## src/rtl/spmx_mem_pkg.sv

```systemverilog
// spmx_mem_pkg: shared types and defaults for the SDRAM byte-port arbiter.
package spmx_mem_pkg;

    localparam int unsigned ADDR_W = 25;

    typedef enum logic [1:0] {ST_IDLE, ST_ISSUE, ST_WAIT, ST_DONE} arb_state_t;
    typedef enum logic [1:0] {P_LD, P_CPU, P_VID} port_t;

endpackage

```

## src/rtl/spmx_arb_prio.sv

```systemverilog
// spmx_arb_prio: combinational winner select for the idle-state grant.
// Loader always wins; a starved video request beats the CPU; otherwise CPU beats video.
module spmx_arb_prio
    import spmx_mem_pkg::*;
(
    input  logic  ld_req_i,
    input  logic  cpu_req_i,
    input  logic  vid_req_i,
    input  logic  vid_starved_i,
    output port_t win_o,
    output logic  valid_o
);

    // Fixed-priority pick with the starvation override slotted below the loader.
    always_comb begin
        win_o   = P_LD;
        valid_o = 1'b1;
        if (ld_req_i) begin
            win_o = P_LD;
        end else if (vid_req_i && vid_starved_i) begin
            win_o = P_VID;
        end else if (cpu_req_i) begin
            win_o = P_CPU;
        end else if (vid_req_i) begin
            win_o = P_VID;
        end else begin
            valid_o = 1'b0;
        end
    end

endmodule

```

## src/rtl/spmx_mem_arbiter.sv

```systemverilog
// spmx_mem_arbiter: shares the single sram byte port between loader, CPU and video.
// One access at a time: grant in IDLE, strobe in ISSUE, wait for mem_ready, ack in DONE.
// Optional: define SPMX_ARB_STARVE_GUARD_EN to promote video after VID_MAX_WAIT waiting cycles.
module spmx_mem_arbiter
    import spmx_mem_pkg::*;
#(
    parameter int unsigned ADDR_W       = spmx_mem_pkg::ADDR_W,
    parameter logic [5:0]  VID_MAX_WAIT = 6'd40
) (
    input  logic              clk_sys,
    input  logic              reset,
    input  logic              ld_req,
    input  logic [ADDR_W-1:0] ld_addr,
    input  logic [7:0]        ld_din,
    output logic              ld_ack,
    input  logic              cpu_req,
    input  logic              cpu_we,
    input  logic [ADDR_W-1:0] cpu_addr,
    input  logic [7:0]        cpu_din,
    output logic [7:0]        cpu_dout,
    output logic              cpu_ack,
    input  logic              vid_req,
    input  logic [ADDR_W-1:0] vid_addr,
    output logic [7:0]        vid_dout,
    output logic              vid_ack,
    output logic [ADDR_W-1:0] mem_addr,
    output logic [7:0]        mem_din,
    output logic              mem_we,
    output logic              mem_rd,
    input  logic [7:0]        mem_dout,
    input  logic              mem_ready
);

    arb_state_t        state_q, state_d;
    port_t             port_q, port_d, win;
    logic              win_valid, vid_starved;
    logic [ADDR_W-1:0] addr_q, addr_d;
    logic [7:0]        din_q, din_d;
    logic [7:0]        cpu_dout_q, cpu_dout_d, vid_dout_q, vid_dout_d;
    logic              we_q, we_d;
    logic              ld_ack_q, ld_ack_d, cpu_ack_q, cpu_ack_d, vid_ack_q, vid_ack_d;

    spmx_arb_prio u_prio (
        .ld_req_i      (ld_req),
        .cpu_req_i     (cpu_req),
        .vid_req_i     (vid_req),
        .vid_starved_i (vid_starved),
        .win_o         (win),
        .valid_o       (win_valid)
    );

`ifdef SPMX_ARB_STARVE_GUARD_EN
    logic [5:0] starve_q, starve_d;
    logic       vid_granted;

    // Count cycles video waits while someone else owns the port; saturate at the limit.
    always_comb begin
        vid_granted = (state_q == ST_IDLE) ? (win_valid && (win == P_VID))
                                           : (port_q == P_VID);
        starve_d = starve_q;
        if (vid_ack_q) begin
            starve_d = '0;
        end else if (vid_req && !vid_granted && (starve_q != VID_MAX_WAIT)) begin
            starve_d = starve_q + 6'd1;
        end
    end

    // Starvation counter register.
    always_ff @(posedge clk_sys) begin
        if (reset) begin
            starve_q <= '0;
        end else begin
            starve_q <= starve_d;
        end
    end

    assign vid_starved = (starve_q == VID_MAX_WAIT);
`else
    logic unused_vid_max_wait;
    assign unused_vid_max_wait = ^VID_MAX_WAIT;
    assign vid_starved         = 1'b0;
`endif

    // Next-state and datapath: latch the winner in IDLE, capture read data and ack in WAIT.
    always_comb begin
        state_d    = state_q;
        port_d     = port_q;
        addr_d     = addr_q;
        din_d      = din_q;
        we_d       = we_q;
        cpu_dout_d = cpu_dout_q;
        vid_dout_d = vid_dout_q;
        ld_ack_d   = 1'b0;
        cpu_ack_d  = 1'b0;
        vid_ack_d  = 1'b0;
        case (state_q)
            ST_IDLE: begin
                if (win_valid) begin
                    port_d  = win;
                    state_d = ST_ISSUE;
                    case (win)
                        P_LD: begin
                            addr_d = ld_addr;
                            din_d  = ld_din;
                            we_d   = 1'b1;
                        end
                        P_CPU: begin
                            addr_d = cpu_addr;
                            din_d  = cpu_din;
                            we_d   = cpu_we;
                        end
                        default: begin
                            addr_d = vid_addr;
                            din_d  = '0;
                            we_d   = 1'b0;
                        end
                    endcase
                end
            end
            ST_ISSUE: state_d = ST_WAIT;
            ST_WAIT: begin
                if (mem_ready) begin
                    state_d = ST_DONE;
                    case (port_q)
                        P_LD: ld_ack_d = 1'b1;
                        P_CPU: begin
                            cpu_ack_d = 1'b1;
                            if (!we_q) begin
                                cpu_dout_d = mem_dout;
                            end
                        end
                        default: begin
                            vid_ack_d  = 1'b1;
                            vid_dout_d = mem_dout;
                        end
                    endcase
                end
            end
            default: state_d = ST_IDLE;
        endcase
    end

    // State and datapath registers; reset abandons any access in flight.
    always_ff @(posedge clk_sys) begin
        if (reset) begin
            state_q    <= ST_IDLE;
            port_q     <= P_LD;
            addr_q     <= '0;
            din_q      <= '0;
            we_q       <= 1'b0;
            cpu_dout_q <= '0;
            vid_dout_q <= '0;
            ld_ack_q   <= 1'b0;
            cpu_ack_q  <= 1'b0;
            vid_ack_q  <= 1'b0;
        end else begin
            state_q    <= state_d;
            port_q     <= port_d;
            addr_q     <= addr_d;
            din_q      <= din_d;
            we_q       <= we_d;
            cpu_dout_q <= cpu_dout_d;
            vid_dout_q <= vid_dout_d;
            ld_ack_q   <= ld_ack_d;
            cpu_ack_q  <= cpu_ack_d;
            vid_ack_q  <= vid_ack_d;
        end
    end

    assign mem_addr = addr_q;
    assign mem_din  = din_q;
    assign mem_we   = (state_q == ST_ISSUE) &&  we_q;
    assign mem_rd   = (state_q == ST_ISSUE) && !we_q;
    assign ld_ack   = ld_ack_q;
    assign cpu_ack  = cpu_ack_q;
    assign vid_ack  = vid_ack_q;
    assign cpu_dout = cpu_dout_q;
    assign vid_dout = vid_dout_q;

endmodule

```

## config.mk

```make
export PLATFORM = sky130hd
export DESIGN_NAME = spmx_mem_arbiter
export DESIGN_NICKNAME = d
export VERILOG_FILES = /design/src/rtl/spmx_mem_pkg.sv /design/src/rtl/spmx_arb_prio.sv /design/src/rtl/spmx_mem_arbiter.sv
export SDC_FILE = /design/constraint.sdc
export NUM_CORES = 1
export LEC_CHECK = 0
export BUFFER_PORTS_ARGS = -buffer_cell sky130_fd_sc_hd__clkbuf_2
export CAP_MARGIN = 30
export CORE_ASPECT_RATIO = 0.8
export CORE_MARGIN = 5
export CORE_UTILIZATION = 35
export DETAILED_ROUTE_END_ITERATION = 6
export PLACE_DENSITY = 0.67
export SETUP_SLACK_MARGIN = 0.15
export SYNTH_ARGS = -nofsm -noshare
export SYNTH_HDL_FRONTEND = slang
export SYNTH_SLANG_ARGS = --single-unit
```

## constraint.sdc

```tcl
create_clock -name clk_sys -period 3.15 [get_ports clk_sys]
set_input_delay 0 -clock clk_sys [delete_from_list [all_inputs] [get_ports clk_sys]]
set_output_delay 0 -clock clk_sys [all_outputs]
set_load 0.02 [all_outputs]
```

==> flow_metrics.tcl, run 1 <==
set metrics [dict create \
    ant_nets 0 \
    cp.required_ns 3.43 \
    tritoncts_clock_tree "yes" \
    antenna_found_initial 0 \
    arrival_ns 2.98 \
    grt_use_total_pct 18.64 \
    clock-skew-final_ns 0.005553 \
    post_synthesis_to_final_layout_area_growth_pct 50.79 \
    dp.final_hpwl_mm 6.297 \
    cts_made_buffers 9 \
    route.detailed.drc 0 \
    layout_setup_ws_ns 0.4424 \
    power.ir.vdd_worst_mv 0.3068 \
    grt_setup_unrepaired "false" \
    post-place-ws_ns 0.9752 \
    design.portCount 160 \
    design.die.area_um2 10060 \
    worst_setup_hold_path_clk_slew_ns 0.06 \
    worst_rel_slew_slack_pct 39.06 \
    timing.fmax_mhz 369.3 \
    cts-root-buf "clkbuf_8" \
    syn-instance-count 350 \
    vias_per_cell 4.952 \
    netlist_top_cells_count "dfxtp_1, a21oi_1, nand2_1" \
    clk-insertion-delay-late_ns 0.33 \
    r2r_setup_slack_ns 0.44 \
    setup.worst_path.end_class "flop" \
    routed-via-count 3189 \
    nNetsFinal 640 \
    ys_seq_area_share_pct 40.04 \
    period_share_pct 85.96 \
    globalplace.congestion 0.7896 \
    synth_ff_type "dfxtp_1" \
    floorplan.initialDensity_pct 35.87 \
    dpl_cell_area_um2 3689 \
    dr.first_iter.drc_count 144 \
    critical_path.max_fanout 27 \
    hold_slack_ns 0.02024 \
    max_slew.worst_pin.slew_ns 0.9141 \
    fillers 755 \
    buffer_ports.inserted 159 \
    syn_area_um2 2850 \
    layout_cell_share_with_drive_strength_beyond_1_pct 34.14 \
    pin_count_of_the_biggest_net_entering_global_routing 53 \
    floorplan.die.width_um 110.9 \
    postSynthAreaPerCell_um2 8.144 \
    ys_top_cells_by_area "dfxtp_1, a21oi_1, and3b_1" \
    cts_post_setup_buffers_inserted 0 \
    antennaDiodeCount 0 \
    postRouteWirelength_mm 9.302 \
    core_area_um2 7946 \
    synthDominantCellAreaShare_pct 40.04 \
    grt_overflow 0 \
    top_cell_type_by_total_area_after_synthesis "dfxtp_1" \
    post_drt_wl_per_cell_um 14.44 \
    synth_seq_cells 57 \
    synth.net_count 459 \
    hold_path.class "primary input to flop" \
    setup_viol 0 \
    synth.lib_cells_used.distinct 33 \
    synthesis.yosys.warnings 0 \
    global_route_wire_length_before_repair_mm 15.59 \
    cts_max_path_buffers 2 \
    power.leakage_nw 2.024 \
    criticalPathCategory "flop to flop" \
    postSynth.asyncResetShare_pct 0 \
    final_max_slew_viol_count 0 \
    dominant_cell_by_count_in_the_synthesized_netlist "dfxtp_1" \
    timing_hold_violations_final 0 \
    num_rows 29 \
    final_cell_area_um2 4298 \
    synth_edf_count 0 \
    via_count_of_the_first_global_routing_pass 3319 \
    htree_levels 3 \
    worstSetupStartpointType "flop" \
    run_status "finished, final reports clean" \
    cap_violations 0 \
    finalWorstPathRequiredPeriod_ns 2.708 \
    dr.pass1.iters 4 \
    floorplan.die.height_um 90.72 \
    numClockSinks 57 \
    power-per-cell-area_nw_per_um2 628.2 \
    setup-tns-final_ns 0 \
]
registers in the layout, summed over array words and instances (netlist names):
register  cells
vid_dout      8
we_q          1
mem_addr     25
state_q       2
vid_ack       1
cpu_dout      8
mem_din       8
cpu_ack       1
port_q        2
ld_ack        1
where the power goes:
group | total (mW) | switching (mW) | leakage [nW] | internal [mW]
Combinational | 0.985 | 0.586 | 1.44 | 0.399
Clock | 0.779 | 0.293 | 0.115 | 0.486
Sequential | 0.936 | 0.0811 | 0.467 | 0.855
kinds of logic after synthesis:
family / after synthesis / share of synthesized area (%)
fa+ha+maj: 3 / 1.317
compound gates: 128 / 27.04
buf+inv: 33 / 5.005
flops: 57 / 40.03
simple gates: 129 / 26.60
worst paths after layout:
path,depth (start not counted),endpoint,startpoint
setup reg to reg,7,mem_addr[7]$_SDFFE_PP0P_,state_q[0]$_SDFFE_PP0P_
setup / recovery,7,mem_addr[7]$_SDFFE_PP0P_,state_q[0]$_SDFFE_PP0P_
hold / removal,4,mem_addr[1]$_SDFFE_PP0P_,cpu_addr[1]
hold reg to reg,2,vid_dout[0]$_SDFFE_PP0P_,vid_dout[0]$_SDFFE_PP0P_
repair_timing:
item,CTS,global route
hold buffers,38,0
endpoints found under the setup margin,0,0
gates resized for setup,0,0
hold endpoints to repair,41,0
critical path, stage by stage (launching register included):
cell           delay (ns)
dfxtp_1              0.32
inv_1                0.09
ha_1                 0.69
buf_4                0.28
o31a_1               0.39
nor2_1               0.08
a211oi_1             0.22
dlygate4sd3_1        0.57
through the flow:
| stage | utilization [%] | std cells | power [mW] |
|---|---|---|---|
| 3_5_place_dp | 46.42 | 590 | 1.871 |
| 6_report | 54.09 | 644 | 2.700 |
| 5_1_grt | 54.09 | 644 | 2.881 |
| 4_1_cts | 54.09 | 644 | 2.725 |
| 2_1_floorplan | - | 350 | 1.564 |
| 3_3_place_gp | 46.17 | 589 | 1.848 |
per-layer routing:
layer / track usage (%) / up-vias / wire length (µm)
met1: 20.99 / 1442 / 3989
met2: 32.22 / 126 / 4418
li1: - / 1607 / -
met4: 6.051 / 0 / 170
met3: 7.435 / 14 / 723
met5: 0 / - / 0
cell type report:
type	instances	area, µm²	area share, %
clock inverter	5	77.57	1.805
inverter	2	7.507	0.1747
multi-input combinational	260	1567	36.45
timing repair buffer	201	1219	28.36
tap	108	135.1	3.144
clock buffer	11	151.4	3.523
sequential	57	1141	26.55
cells in the final DEF, fill, tap and decap left out, types with 3 or more instances in the layout:
cell and count:
dfxtp_1 57, clkbuf_2 159, o21ai_0 33, nand3_1 9, a21o_1 11, nand3b_1 11, a211oi_1 10, ha_1 3
a22oi_1 16, nor3_1 3, dlygate4sd3_1 38, buf_4 3, clkbuf_8 11, nor2_1 14, nand2_1 35, and2_1 23
and3b_1 24, a21oi_1 52
(Power assumes the default switching activity.)
==> inputs of run 2 (changes only) <==
--- a/config.mk
+++ b/config.mk
@@ -9,9 +9,10 @@
 export CAP_MARGIN = 30
 export CORE_ASPECT_RATIO = 0.8
 export CORE_MARGIN = 5
-export CORE_UTILIZATION = 35
+export CORE_UTILIZATION = 48
 export DETAILED_ROUTE_END_ITERATION = 6
-export PLACE_DENSITY = 0.67
+export GPL_TIMING_DRIVEN = 0
+export PLACE_DENSITY = 0.87
 export SETUP_SLACK_MARGIN = 0.15
 export SYNTH_ARGS = -nofsm -noshare
 export SYNTH_HDL_FRONTEND = slang
==> flow_metrics.tcl, run 2 (same netlist as run 1, synthesis figures left out) <==
set metrics [dict create \
    run_status "finished, final reports clean" \
    hold_slack_ns 0.005202 \
    layout.cells.most_common_list "clkbuf_2, dfxtp_1, a21oi_1" \
    antennaDiodeCount 0 \
    route.detailed.drc 0 \
    fillers 483 \
    cts_max_path_buffers 2 \
    netSwitchingPower_mw 1.009 \
    hold_path.class "primary input to flop" \
    power_report.internal_total_mw 1.615 \
    dp.final_hpwl_mm 6.966 \
    final_cell_area_um2 4257 \
    numClockSinks 57 \
    routed-via-count 3373 \
    max_slew.worst_pin.slew_ns 0.5113 \
    report.power.total_mw 2.624 \
    clock-skew-final_ns 0.006962 \
    timing.hold.worst_endpoint "mem_addr[4]$_SDFFE_PP0P_" \
    whs_path_depth 4 \
    power.ir.vdd_worst_mv 0.3950 \
    comb_power_share_pct 38.6 \
    antenna_found_initial 0 \
    cts_made_buffers 9 \
    cts_post_setup_buffers_inserted 0 \
    floorplan.die.width_um 96.16 \
    vias_per_cell 5.303 \
    tritoncts_clock_tree "yes" \
    nNetsFinal 659 \
    ant_nets 0 \
    layout_cell_share_with_drive_strength_beyond_1_pct 33.15 \
    cp.required_ns 3.43 \
    regToRegStartpoint "state_q[1]$_SDFFE_PP0P_" \
    layout.cells.most_common "clkbuf_2" \
    htree_levels 3 \
    critical_path.max_fanout 10 \
    global_route_wire_length_before_repair_mm 15.13 \
    cts-root-buf "clkbuf_8" \
    timing.fmax_mhz 440.5 \
    postRouteWirelength_mm 9.792 \
    setup.worst_path.end_class "flop" \
    floorplan.die.height_um 78.92 \
    power.leakage_nw 2.011 \
    cpMaxStageDelayCell "dlygate4sd3_1" \
    cts-hold-fix-buffers 33 \
    r2r_setup_slack_ns 0.88 \
    globalplace.congestion 0.7785 \
    floorplan.initialDensity_pct 48.73 \
    post-place-ws_ns 1.435 \
    timing.rr.end "mem_addr[6]$_SDFFE_PP0P_" \
    dr.pass1.iters 5 \
    reg2reg_depth 7 \
    swShare_pct 38.47 \
    cts_resized 0 \
    dr.first_iter.drc_count 113 \
    power.share.clock_pct 25.8 \
    cap_violations 0 \
    seq_power_share_pct 35.6 \
    clk-insertion-delay-late_ns 0.34 \
    cp_top_family "buffers and inverters" \
    final_max_slew_viol_count 0 \
    via_count_of_the_first_global_routing_pass 3311 \
    post_drt_wl_per_cell_um 15.40 \
    grt_overflow 0 \
    design.portCount 160 \
    worst_rel_slew_slack_pct 65.91 \
    setup_viol 0 \
    grt_use_total_pct 25.79 \
    crit_path_max_incr_delay_ns 0.58 \
    min-delay-start "cpu_addr[4]" \
    num_rows 25 \
    criticalPathCategory "flop to flop" \
    largest_reg_flops 25 \
    buffer_ports.inserted 156 \
    power-per-cell-area_nw_per_um2 616.5 \
    arrival_ns 2.55 \
    core_area_um2 5849 \
    pin_count_of_the_biggest_net_entering_global_routing 12 \
    timing_hold_violations_final 0 \
    worst_setup_hold_path_clk_slew_ns 0.07 \
    finalWorstPathRequiredPeriod_ns 2.270 \
    dpl_cell_area_um2 3732 \
    grt_setup_unrepaired "false" \
    layout_setup_ws_ns 0.8797 \
    design.die.area_um2 7589 \
    setup-tns-final_ns 0 \
    crit_chain "inv_1, ha_1, o31a_1, buf_1, nor2_1, a211oi_1, dlygate4sd3_1" \
    post_synthesis_to_final_layout_area_growth_pct 49.34 \
    worstSetupStartpointType "flop" \
    worst-path-buf-inv 3 \
    period_share_pct 72.07 \
]
## run 2: changes by cell type in the layout (fill, tap and decap cells not counted), moves of 2 or more
| cell | before | now |
|---|---|---|
| dlygate4sd3_1 | 38 | 33 |
| clkbuf_8 | 11 | 9 |
| buf_2 | 0 | 6 |
| buf_4 | 3 | 1 |
| clkbuf_1 | 0 | 22 |
| clkbuf_2 | 159 | 156 |
## run 2: tightest hold or removal path, cell delays in order
cell	delay [ns]
clkbuf_2	0.08
nand2_1	0.06
a21o_1	0.10
a211oi_1	0.06
## run 2: worst max-delay path by stage
stage | from | to | slack [ns] | depth (start not counted)
4_1_cts | state_q[1]$_SDFFE_PP0P_ | mem_addr[5]$_SDFFE_PP0P_ | 0.95 | 7
3_3_place_gp | state_q[1]$_SDFFE_PP0P_ | state_q[1]$_SDFFE_PP0P_ | 1.48 | 5
6_report | state_q[1]$_SDFFE_PP0P_ | mem_addr[6]$_SDFFE_PP0P_ | 0.88 | 7
2_1_floorplan | state_q[0]$_SDFFE_PP0P_ | state_q[1]$_SDFFE_PP0P_ | 1.56 | 5
3_5_place_dp | state_q[1]$_SDFFE_PP0P_ | mem_addr[24]$_SDFFE_PP0P_ | 1.43 | 6
5_1_grt | state_q[1]$_SDFFE_PP0P_ | mem_addr[5]$_SDFFE_PP0P_ | 0.72 | 7
## run 2: per-layer routing
layer  track usage (%)  up-vias  share of wire (%)
met5                 0        -                  0
met1             29.86     1534                 39
li1                  -     1642                  -
met2             44.31      174                 49
met4             10.51        0                2.2
met3             7.197       23                9.7
## run 2: cell type report
class	count	area, µm²	share of cell area, %
buffer	31	135.1	3.175
clock buffer	9	123.9	2.910
clock inverter	7	70.07	1.646
inverter	2	7.507	0.1764
multi-input combinational	260	1567	36.80
sequential	57	1141	26.81
tap	81	101.3	2.381
timing repair buffer	189	1111	26.10
## run 2: per-stage QoR
step                      utilization (%)  instances
after floorplan                         -        350
after global placement              63.81        587
after detailed placement            63.81        587
after CTS                           72.77        636
after global routing                72.77        636
final                               72.77        636
## run 2: power groups by stage
stage	clock network, mW	logic (mW)	registers (mW)
floorplan	0	0.490	1.07
CTS	0.685	1.01	0.930
detailed placement	0	0.958	0.944
global route	0.720	1.10	0.950
global placement	0	0.933	0.941
finish	0.677	1.01	0.934
